[src/rtl/ederah_kernel_rd_burst_issuer.sv]
// ederah_kernel_rd_burst_issuer: splits a beat-count read request into credit-throttled AXI4 AR bursts
module ederah_kernel_rd_burst_issuer #(
  parameter int C_ADDR_WIDTH = 64,
  parameter int C_DATA_WIDTH = 512,
  parameter int C_LENGTH_WIDTH = 32,
  parameter int C_BURST_LEN = 64,
  parameter int C_MAX_OUTSTANDING = 16
) (
  input  logic clk,
  input  logic rst,
  input  logic ctrl_start,
  input  logic [C_ADDR_WIDTH-1:0] ctrl_addr,
  input  logic [C_LENGTH_WIDTH-1:0] ctrl_beats,
  output logic ctrl_done,
  output logic busy,
  output logic m_axi_arvalid,
  input  logic m_axi_arready,
  output logic [C_ADDR_WIDTH-1:0] m_axi_araddr,
  output logic [7:0] m_axi_arlen,
  input  logic r_last_xfer,
  output logic [$clog2(C_MAX_OUTSTANDING+1)-1:0] outstanding
);
  localparam int OW = $clog2(C_MAX_OUTSTANDING+1);
  localparam logic [C_LENGTH_WIDTH-1:0] BL = C_LENGTH_WIDTH'(C_BURST_LEN);
  localparam logic [C_ADDR_WIDTH-1:0] STRIDE = C_ADDR_WIDTH'(C_BURST_LEN * (C_DATA_WIDTH / 8));
  localparam logic [OW-1:0] MAX_OUT = OW'(C_MAX_OUTSTANDING);
  typedef enum logic [1:0] {IDLE, ISSUE, DRAIN, DONE} state_t;
  state_t state, state_n;
  logic [C_LENGTH_WIDTH-1:0] rem, rem_n, bursts, bursts_n;
  logic [C_ADDR_WIDTH-1:0] addr_n;
  logic [7:0] len_n;
  logic [OW-1:0] out_n;
  logic arvalid_n, hs, inc, dec;
  function automatic logic [7:0] len_of(input logic [C_LENGTH_WIDTH-1:0] b);
    return 8'((b >= BL ? BL : b) - C_LENGTH_WIDTH'(1));
  endfunction
  assign hs = m_axi_arvalid & m_axi_arready;
  assign busy = state != IDLE;
  assign ctrl_done = state == DONE;
  always_comb begin
    inc = hs & ~r_last_xfer;
    dec = r_last_xfer & ~hs & (outstanding != '0);
    out_n = inc ? outstanding + OW'(1) : dec ? outstanding - OW'(1) : outstanding;
    state_n = state;
    addr_n = m_axi_araddr;
    len_n = m_axi_arlen;
    rem_n = rem;
    bursts_n = bursts;
    arvalid_n = 1'b0;
    if (state == IDLE && ctrl_start) begin
      addr_n = ctrl_addr;
      rem_n = ctrl_beats;
      bursts_n = ctrl_beats / BL + C_LENGTH_WIDTH'(ctrl_beats % BL != '0);
      len_n = ctrl_beats != '0 ? len_of(ctrl_beats) : m_axi_arlen;
      arvalid_n = ctrl_beats != '0 && out_n < MAX_OUT;
      state_n = ctrl_beats == '0 ? DONE : ISSUE;
    end else if (state == ISSUE) begin
      if (hs) begin
        addr_n = m_axi_araddr + STRIDE;
        rem_n = rem - (C_LENGTH_WIDTH'(m_axi_arlen) + C_LENGTH_WIDTH'(1));
        bursts_n = bursts - C_LENGTH_WIDTH'(1);
      end
      // a pending request holds; a new one needs a credit after this cycle's updates
      len_n = bursts_n != '0 ? len_of(rem_n) : m_axi_arlen;
      arvalid_n = (m_axi_arvalid & ~hs) | (bursts_n != '0 && out_n < MAX_OUT);
      state_n = bursts_n == '0 ? DRAIN : ISSUE;
    end else if (state == DRAIN) begin
      state_n = out_n == '0 ? DONE : DRAIN;
    end else if (state == DONE) begin
      state_n = IDLE;
    end
  end
  always_ff @(posedge clk) begin
    if (rst) begin
      state <= IDLE;
      m_axi_arvalid <= 1'b0;
      m_axi_araddr <= '0;
      m_axi_arlen <= '0;
      outstanding <= '0;
      rem <= '0;
      bursts <= '0;
    end else begin
      state <= state_n;
      m_axi_arvalid <= arvalid_n;
      m_axi_araddr <= addr_n;
      m_axi_arlen <= len_n;
      outstanding <= out_n;
      rem <= rem_n;
      bursts <= bursts_n;
    end
  end
endmodule
[config.mk]
export PLATFORM = sky130hd
export DESIGN_NAME = ederah_kernel_rd_burst_issuer
export DESIGN_NICKNAME = d
export VERILOG_FILES = /design/src/rtl/ederah_kernel_rd_burst_issuer.sv
export SDC_FILE = /design/constraint.sdc
export NUM_CORES = 1
export LEC_CHECK = 0
export BUFFER_PORTS_ARGS = -buffer_cell sky130_fd_sc_hd__clkbuf_2
export CAP_MARGIN = 25
export CELL_PAD_IN_SITES_DETAIL_PLACEMENT = 0
export CELL_PAD_IN_SITES_GLOBAL_PLACEMENT = 2
export CORE_UTILIZATION = 32
export DETAILED_ROUTE_END_ITERATION = 7
export PLACE_DENSITY_LB_ADDON = 0.1
export SYNTH_ARGS = -nofsm -noshare
export SYNTH_HDL_FRONTEND = slang
export SYNTH_SLANG_ARGS = --single-unit
[constraint.sdc]
create_clock -name clk -period 4.6 [get_ports clk]
set_clock_uncertainty 0.1 [all_clocks]
set_input_delay 0.69 -clock clk [delete_from_list [all_inputs] [get_ports clk]]
set_output_delay 0.69 -clock clk [all_outputs]
set_load 0.005 [all_outputs]
==> out/results.txt, run 1 <==
vias in the first global route: 8412
simple-gate share of the synthesized area: 0.303
final setup vio count: 0
Clock Latency Late Sink: 0.43 ns
largest family of logic cells by synthesized area: simple AND/OR/NAND/NOR gates
Total Nets Final: 1463
xor-xnor portion of the synthesized cell area: 0.128
Root Buffer Master: clkbuf_16
NetSw: 2.49 mW
CP arrival: 4.40 ns
top cells by area, synth: dfxtp_1, a211oi_1, nor2_1, xnor2_1, xor2_1
min cycle time layout: 4.16 ns
# IOs: 181
Synth Flop Type: dfxtp_1
Synth Net Count: 1307
area of the mapped netlist: 0.00917 mm²
Antenna Nets Post-Route: 0
Period Utilization, post-route: 0.903
RSZ-0062 raised after global routing: no
drt drc: 0
Worst setup EP type: register
pin slew with the least headroom to its limit: 0.912 ns
PortBufs: 180
sequential group share of total power: 0.337
Core ar.: 0.0280 mm²
Cell variety after synth: 79
crit-path max FO: 8
post-CTS repair timing setup buffer count: 0
Hold WC Path Type: register to register
Setup WS post-layout: 0.445 ns
Synth async-reset ratio: 0
max-cap violations: 0
H-tree depth reported by CTS: 4
mux contribution to synthesized area: 0.00218
final max-slew violation count: 0
pre-CTS setup slack: 0.485 ns
antenna violations before repair: 0
Die ar.: 0.0293 mm²
fillcell total: 3045
Worst slew margin: 0.391
Final HPWL DP: 22.1 mm
Ant. Diodes: 0
TritonCTS clock tree: yes
Synth Register Bits: 144
largest net degree at the start of global routing: 70
part of the power in the clock network: 0.237
Ys Warns: 0
compound-cell area share of the yosys netlist: 0.185
gpl congestion: 0.855
Pwr Density: 519 mW/mm²
Tot GR Track Use: 0.205
combinational share of power: 0.426
FMAX: 241 MHz
dpl cells: 1701
CTS Hold Bufs: 0
Initial Util: 0.327
kind of critical path: register to register
Post-Route WL: 29.9 mm
VDD IR max: 0.215 mV
die span in y: 171 µm
Sw Share: 0.434
synthesized-area fraction occupied by adder cells: 0.0281
share of cells above drive strength 1: 0.200
share of the yosys chip area belonging to registers: 0.314
post-DR wirelength/cell: 17.3 µm
worst hold slack: 0.353 ns
post-synth top area share: 0.314
final setup TNS: 0 ns
Hold Vio Cnt, Final: 0
critical path required time: 4.84 ns
global-route wire length before repair: 47.3 mm
top-count cell post-synth: nor2_1
Reg clk slew, reported paths: 0.08 ns
Synth Area per Inst: 7.73 µm²
Vias: 9035
Die W: 171 µm
cell row count: 61
post-synth top area cell: dfxtp_1
clk sinks: 144
Internal: 3.24 mW
drt pass-1 iters: 5
Layout Cells excl Fill: 1733
maximum clock insertion buffer count: 2
Iteration-0 DRC Markers: 601
GRT overflow: 0
commonest cells in the netlist: nor2_1, dfxtp_1, nand2_1, a211oi_1
Area Overhead vs Synth: 20.3%
EDFF count, synth: 0
leakage: 4.18 nW
outcome: complete, no violations
Setup crit start kind: register
CTS resizes: 0
Num CTS Buffers: 17
drt via density: 5.21
Cells after Synth: 1186
power by group through the flow:
| stage | combinational, mW | clock [mW] | sequential, mW |
|---|---|---|---|
| CTS | 2.46 | 1.40 | 1.93 |
| floorplan | 1.68 | 0 | 1.86 |
| global route | 2.74 | 1.45 | 1.99 |
| global placement | 2.46 | 0 | 1.95 |
| finish | 2.44 | 1.36 | 1.93 |
| detailed placement | 2.44 | 0 | 1.96 |
cells in the final DEF, fill, tap and decap left out, types with 10 or more instances in the layout:
cell type and instances:
nand3_1 50, a211oi_1 94, and3_1 14, nor2_1 188, a22oi_1 10, xor2_1 67
o21ai_0 22, nand4_1 30, buf_4 22, a21oi_1 39, ha_1 19, clkbuf_16 17
nand2_1 106, nor3_1 54, or3_1 12, and2_1 10, or2_2 11, inv_1 32
dfxtp_1 144, a311oi_1 14, clkbuf_2 179, xnor2_1 67, nor4_1 20
final cells by class:
type / count / area, µm² / share of cell area
well taps: 378 / 473 / 0.0429
repair buffers: 201 / 1060 / 0.0962
clock buffers: 18 / 439 / 0.0398
clock inverters: 14 / 124 / 0.0112
flip-flops and latches: 144 / 2880 / 0.261
multi-input cells: 946 / 5930 / 0.538
inverters: 32 / 120 / 0.0109
sequential cells by signal (all words and copies together), names as in the netlist:
signal	cells
outstanding	5
state	2
m_axi_arlen	8
rem	32
bursts	32
m_axi_arvalid	1
m_axi_araddr	64
path summary, 6_finish.rpt:
check,cells after the start,from,slack [ns],to
max,16,m_axi_arlen[0],0.44,m_axi_arlen[2]
min,2,m_axi_araddr[3],0.35,m_axi_araddr[3]
max reg2reg,16,m_axi_arlen[0],0.44,m_axi_arlen[2]
min reg2reg,2,m_axi_araddr[3],0.35,m_axi_araddr[3]
critical path, stage by stage, from the launching register on:
cell	delay (ns)
dfxtp_1	0.35
inv_1	0.05
ha_1	0.22
inv_1	0.07
fa_1	0.20
nor2b_1	0.07
o31ai_1	0.46
a211oi_1	0.15
a211oi_1	0.53
nand4_1	0.16
nor3_1	0.25
buf_4	0.19
and3_2	0.23
a22oi_1	0.08
ha_1	0.32
or4b_1	0.54
o311ai_1	0.09
cells by family after synthesis:
logic type,after synthesis
compound gates,233
xor+xnor,134
fa+ha+maj,20
buf+inv,96
flops,144
mux,2
simple gates,557
per-layer routing:
| layer | share of wire | GRT usage |
|---|---|---|
| met5 | 0 | 0 |
| met4 | 0.0075 | 0.0439 |
| met3 | 0.033 | 0.0251 |
| met2 | 0.45 | 0.320 |
| met1 | 0.51 | 0.298 |
stage by stage:
| step | util | cell area (µm²) | power (mW) |
|---|---|---|---|
| 4_1_cts | 0.394 | 11000 | 5.79 |
| 5_1_grt | 0.394 | 11000 | 6.18 |
| 6_report | 0.394 | 11000 | 5.73 |
| 3_5_place_dp | 0.374 | 10500 | 4.40 |
| 3_3_place_gp | 0.374 | 10500 | 4.41 |
| 2_1_floorplan | - | 9170 | 3.55 |
Note: power is estimated with default switching activity, not from simulation.
==> run 2, diff against run 1 <==
--- a/config.mk
+++ b/config.mk
@@ -5,12 +5,12 @@
 export SDC_FILE = /design/constraint.sdc
 export NUM_CORES = 1
 export LEC_CHECK = 0
-export BUFFER_PORTS_ARGS = -buffer_cell sky130_fd_sc_hd__clkbuf_2
 export CAP_MARGIN = 25
 export CELL_PAD_IN_SITES_DETAIL_PLACEMENT = 0
 export CELL_PAD_IN_SITES_GLOBAL_PLACEMENT = 2
-export CORE_UTILIZATION = 32
+export CORE_UTILIZATION = 40
 export DETAILED_ROUTE_END_ITERATION = 7
+export DONT_BUFFER_PORTS = 1
 export PLACE_DENSITY_LB_ADDON = 0.1
 export SYNTH_ARGS = -nofsm -noshare
 export SYNTH_HDL_FRONTEND = slang
==> constraint.sdc (replaced) <==
create_clock -name clk -period 5.02 [get_ports clk]
set_clock_uncertainty 0.1 [all_clocks]
set_input_delay 0.753 -clock clk [delete_from_list [all_inputs] [get_ports clk]]
set_output_delay 0.753 -clock clk [all_outputs]
set_load 0.005 [all_outputs]
==> run 2 against run 1 <==
Compared with the run above: non-clock buffer count shrank 189; via count down 7.7%; cell count down 16%; clock power decreased by 3%; sequential share of layout area rose by 2.7 points; sequential power down 6%; setup slack better by 0.32 ns; highest routed layer unchanged; utilization increased by 4.8 points; die area is 20% lower; first-iteration DRC count decreased by 17%; power decreased by 12%; critical endpoint unchanged; count of clock-buffer cells in the layout unchanged; largest power group unchanged.
==> out/results.txt, run 2 (synthesized netlist as in run 1, its figures left out) <==
Reg clk slew, reported paths: 0.07 ns (about the same)
post-DR wirelength/cell: 18.8 µm (+9.2%)
Antenna Nets Post-Route: 0 (unchanged)
Vias: 8337 (-7.7%)
CP arrival: 4.48 ns (+0.08 ns)
dpl cells: 1419 (-17%)
Final HPWL DP: 19.7 mm (-11%)
worst path cell trace: inv_1 -> ha_1 -> inv_1 -> fa_1 -> nor2b_1 -> o31ai_1 -> o21ba_2 -> nand4_1 -> xnor2_1 -> nor4_4 -> and3_2 -> a22oi_1 -> ha_1 -> or4b_1 -> o311ai_1
Worst setup EP type: register
Placed Area: 0.00938 mm² (-10%)
final instance area: 0.00998 mm² (-9.5%)
vias in the first global route: 7899 (-6.1%)
final setup vio count: 0 (unchanged)
leakage: 3.38 nW (-19%)
CP top delay family: simple AND/OR/NAND/NOR gates
die span in y: 153 µm (-10%)
Biggest register: m_axi_araddr
Num CTS Buffers: 17 (unchanged)
PnR Total Power: 5.06 mW (-12%)
Clock Latency Late Sink: 0.43 ns (about the same)
Tot GR Track Use: 0.232 (+0.0277)
largest net degree at the start of global routing: 148 (+110%)
kind of critical path: register to register
critical path required time: 5.25 ns (+0.41 ns)
Pwr Density: 507 mW/mm² (-2.4%)
Ant. Diodes: 0 (unchanged)
# IOs: 181 (unchanged)
drt via density: 5.75 (+10%)
slowest stage cell, crit path: or4b_1
CTS resizes: 0 (unchanged)
Hold Startpoint: rst
Die W: 153 µm (-10%)
final setup TNS: 0 ns (unchanged)
Root Buffer Master: clkbuf_16
Worst Setup SP: m_axi_arlen[0]
Buf/Inv on CP: 2 (-1)
pin slew with the least headroom to its limit: 0.926 ns (+0.0136 ns)
Area Overhead vs Synth: 8.87%
most common cell after layout, fill and taps aside: nor2_1
final max-slew violation count: 0 (unchanged)
Total Nets Final: 1274 (-13%)
Post-Route WL: 27.3 mm (-8.5%)
share of cells above drive strength 1: 0.0695 (-0.131)
clk sinks: 144 (unchanged)
Iteration-0 DRC Markers: 498 (-17%)
Setup crit start kind: register
Period Utilization, post-route: 0.848 (-0.0555)
FMAX: 235 MHz (-2.4%)
max-cap violations: 0 (unchanged)
Worst slew margin: 0.383 (-0.00797)
GRT overflow: 0 (unchanged)
H-tree depth reported by CTS: 4 (unchanged)
RSZ-0062 raised after global routing: no
outcome: complete, no violations
worst r2r src: m_axi_arlen[0]
Initial Util: 0.406 (+0.0789)
pre-CTS setup slack: 0.793 ns (+0.308 ns)
min cycle time layout: 4.26 ns (+0.101 ns)
gpl congestion: 0.876 (+2.4%)
maximum clock insertion buffer count: 2 (unchanged)
Setup WS post-layout: 0.764 ns (+0.319 ns)
TritonCTS clock tree: yes
PortBufs: 0 (-100%)
Hold Vio Cnt, Final: 0 (unchanged)
post-CTS repair timing setup buffer count: 0 (unchanged)
Top Registers: m_axi_araddr (64), bursts (32), rem (32)
max FFs per register: 64 (unchanged)
drt pass-1 iters: 5 (unchanged)
VDD IR max: 0.191 mV (-11%)
cell row count: 55 (-9.8%)
Die ar.: 0.0235 mm² (-20%)
Crit path largest cell delay: 0.57 ns (+0.03 ns)
global-route wire length before repair: 43.6 mm (-7.7%)
antenna violations before repair: 0 (unchanged)
Layout Cells excl Fill: 1451 (-16%)
drt drc: 0 (unchanged)
Hold WC Path Type: input pin to register
CTS Hold Bufs: 0 (unchanged)
most frequent cells in the layout: nor2_1, dfxtp_1, nand2_1, a211oi_1
Core ar.: 0.0226 mm² (-19%)
crit-path max FO: 8 (unchanged)
[run 2: power by group]
part           internal (mW)  total, mW  switching (mW)
Combinational          0.739       1.93            1.19
Clock                  0.754       1.32           0.569
Sequential              1.43       1.81           0.380
Total                   2.92       5.06            2.14
[run 2: cell type report]
type	count	area, µm²
fillers	2363	12600
multi-input cells	946	5930
flip-flops and latches	144	2880
clock buffers	18	429
well taps	285	357
clock inverters	14	171
inverters	32	120
repair buffers	12	90.1
[run 2: routing by layer]
layer,track usage,wire length [µm]
met1,0.335,13700
met2,0.352,12000
met3,0.0456,1300
met4,0.0586,330
met5,0,0
[run 2: final timing paths]
path                                    endpoint  slack, ns  cells past startpoint
worst max-delay path              m_axi_arlen[2]       0.76                     15
worst min-delay path                      rem[3]       0.29                      1
worst max register to register    m_axi_arlen[2]       0.76                     15
worst min register to register  m_axi_araddr[11]       0.37                      2
[run 2: through the flow]
step | utilization | hold slack [ns]
2_1_floorplan | - | 0.353
3_3_place_gp | 0.416 | 0.355
3_5_place_dp | 0.416 | 0.358
4_1_cts | 0.442 | 0.288
5_1_grt | 0.442 | 0.274
6_report | 0.442 | 0.293
==> run 3, diff against run 2 <==
--- a/config.mk
+++ b/config.mk
@@ -8,7 +8,7 @@
 export CAP_MARGIN = 25
 export CELL_PAD_IN_SITES_DETAIL_PLACEMENT = 0
 export CELL_PAD_IN_SITES_GLOBAL_PLACEMENT = 2
-export CORE_UTILIZATION = 40
+export CORE_UTILIZATION = 33
 export DETAILED_ROUTE_END_ITERATION = 7
 export DONT_BUFFER_PORTS = 1
 export PLACE_DENSITY_LB_ADDON = 0.1
==> constraint.sdc (replaced) <==
create_clock -name clk -period 3.4 [get_ports clk]
set_clock_uncertainty 0.1 [all_clocks]
set_input_delay 0.51 -clock clk [delete_from_list [all_inputs] [get_ports clk]]
set_output_delay 0.51 -clock clk [all_outputs]
set_load 0.005 [all_outputs]
==> run 3 against run 2 <==
Compared with the run above: the run now ends with setup timing left; fmax grew 23%; count of clock-buffer cells in the layout unchanged; global-route usage fell by 2.1 points; utilization fell by 3.2 points; die area increased by 21%; sequential share of layout area fell by 2.9 points; largest cell class unchanged.
==> out/results.txt, run 3 (synthesized netlist as in run 1, its figures left out) <==
Buf/Inv on CP: 0 (-2)
Ant. Diodes: 0 (unchanged)
Pwr Density: 740 mW/mm² (+46%)
# IOs: 181 (unchanged)
outcome: finished with violations
RSZ-0062 raised after global routing: yes
post-layout util: 0.410 (-0.0325)
Root Buffer Master: clkbuf_16
share of cells above drive strength 1: 0.175 (+0.105)
Top cell by count, worst path: or4_4
Top Registers: m_axi_araddr (64), bursts (32), rem (32)
Post-Route WL: 30.2 mm (+10%)
H-tree depth reported by CTS: 4 (unchanged)
global-route wire length before repair: 47.6 mm (+9.1%)
Worst slew margin: 0.510 (+0.127)
die span in y: 169 µm (+10%)
Clock Latency Late Sink: 0.43 ns (about the same)
final setup vio count: 1 (+1)
final instance area: 0.0111 mm² (+11%)
WL met1: 15.1 mm (+10%)
metal3 WL: 1.43 mm (+9.3%)
Reg clk slew, reported paths: 0.08 ns (about the same)
worst r2r src: rem[24]
CP top delay family: simple AND/OR/NAND/NOR gates
Final HPWL DP: 21.9 mm (+11%)
crit-path max FO: 5 (-3)
vias in the first global route: 8466 (+7.2%)
Layout Cells excl Fill: 1631 (+12%)
CP arrival: 3.69 ns (-0.79 ns)
maximum clock insertion buffer count: 2 (unchanged)
reg-to-reg critical path endpoint: m_axi_arlen[2]
failing checks: setup timing
max-cap violations: 0 (unchanged)
max FFs per register: 64 (unchanged)
sequential group share of total power: 0.317 (-0.040)
Antenna Nets Post-Route: 0 (unchanged)
Num CTS Buffers: 17 (unchanged)
Hold WC Path Type: input pin to register
Worst path depth: 11 (-4)
part of the power in the clock network: 0.239 (-0.022)
antenna violations before repair: 0 (unchanged)
Setup crit start kind: register
Biggest register: m_axi_araddr
Crit path largest cell delay: 0.53 ns (-0.04 ns)
top layer in use: met4
NetSw: 3.48 mW (+62%)
CP endpoint: m_axi_arlen[2]
Hold Vio Cnt, Final: 0 (unchanged)
drt pass-1 iters: 5 (unchanged)
cell row count: 60 (+9.1%)
Core ar.: 0.0271 mm² (+20%)
Worst setup EP type: register
met2 WL: 13.5 mm (+12%)
reg-to-reg setup timing slack: -0.05 ns (-0.82 ns)
Period Utilization, post-route: 1.02 (+0.167)
Tot GR Track Use: 0.211 (-0.0212)
largest net degree at the start of global routing: 171 (+16%)
PnR Total Power: 8.21 mW (+62%)
Total Nets Final: 1367 (+7.3%)
Die W: 169 µm (+10%)
Placed Area: 0.0102 mm² (+8.3%)
TritonCTS clock tree: yes
Sw Share: 0.424 (about the same)
Die ar.: 0.0285 mm² (+21%)
min cycle time layout: 3.45 ns (-0.805 ns)
R2R depth: 11 (-4)
kind of critical path: register to register
leakage: 3.91 nW (+16%)
pin slew with the least headroom to its limit: 0.736 ns (-0.190 ns)
drt via density: 5.36 (-6.6%)
GRT overflow: 0 (unchanged)
PortBufs: 0 (unchanged)
final max-slew violation count: 0 (unchanged)
clk sinks: 144 (unchanged)
slowest stage cell, crit path: or4_4
Vias: 8750 (+5.0%)
drt drc: 0 (unchanged)
VDD IR max: 0.362 mV (+89%)
post-DR wirelength/cell: 18.5 µm (-1.8%)
most common cell after layout, fill and taps aside: nor2_1
Setup WS post-layout: -0.0517 ns (-0.815 ns)
critical path required time: 3.64 ns (-1.61 ns)
dpl cells: 1588 (+12%)
combinational share of power: 0.444 (+0.062)
Iteration-0 DRC Markers: 498 (unchanged)
gpl congestion: 0.862 (-1.6%)
FMAX: 290 MHz (+23%)
Worst Setup SP: rem[24]
most frequent cells in the layout: nor2_1, dfxtp_1, nand2_1, buf_4, a211oi_1
Internal: 4.74 mW (+62%)
worst path cell trace: or4_4 -> or4_4 -> nor3_4 -> xnor2_1 -> a31oi_2 -> nor4_4 -> and3_4 -> a22oi_2 -> ha_4 -> or4b_4 -> o311ai_4
Area Overhead vs Synth: 21.1%
Initial Util: 0.338 (-0.0679)
final setup TNS: -0.0517 ns (-0.0517 ns)
-- run 3: power groups by stage --
stage / Sequential [mW] / Clock (mW) / Combinational [mW]
global route: 2.67 / 2.11 / 4.05
CTS: 2.61 / 2.03 / 3.53
global placement: 2.64 / 0 / 3.44
floorplan: 2.52 / 0 / 2.31
finish: 2.61 / 1.96 / 3.65
detailed placement: 2.64 / 0 / 3.43
-- run 3: how the worst min path moves through the flow --
stage	start	to	slack, ns	cells past startpoint
2_1_floorplan	m_axi_araddr[0]	m_axi_araddr[0]	0.35	2
3_3_place_gp	m_axi_araddr[7]	m_axi_araddr[7]	0.36	2
3_5_place_dp	m_axi_araddr[7]	m_axi_araddr[7]	0.36	2
4_1_cts	rst	m_axi_araddr[5]	0.04	1
5_1_grt	rst	outstanding[0]	0.03	1
6_report	rst	outstanding[0]	0.05	1
-- run 3: metal layers --
layer  vias to the layer above  GRT usage
met4                         0     0.0466
met1                      4145      0.299
met3                        14     0.0416
met2                       188      0.328
met5                         -          0
li1                       4403          -
-- run 3: stage by stage --
step	hold WS (ns)	worst slack, ns
floorplan	0.353	-0.0340
global placement	0.357	-0.184
detailed placement	0.361	-0.290
CTS	0.0402	-0.0436
global route	0.0307	-0.173
finish	0.0548	-0.0517
-- run 3: final cells by class --
cell class                 instances  area, µm²
tap                              372        465
clock inverter                    14        165
timing repair buffer             105        816
fill                            2821      16000
clock buffer                      18        439
sequential                       144       2890
inverter                          32        120
multi-input combinational        946       6210
-- run 3: repair_timing --
item,in CTS,in global routing
pin swaps,10,20
buffers inserted,5,7
resized for setup,14,37
hold buffers,0,0
endpoints found under the hold margin,0,0
endpoints found under the setup margin,4,4
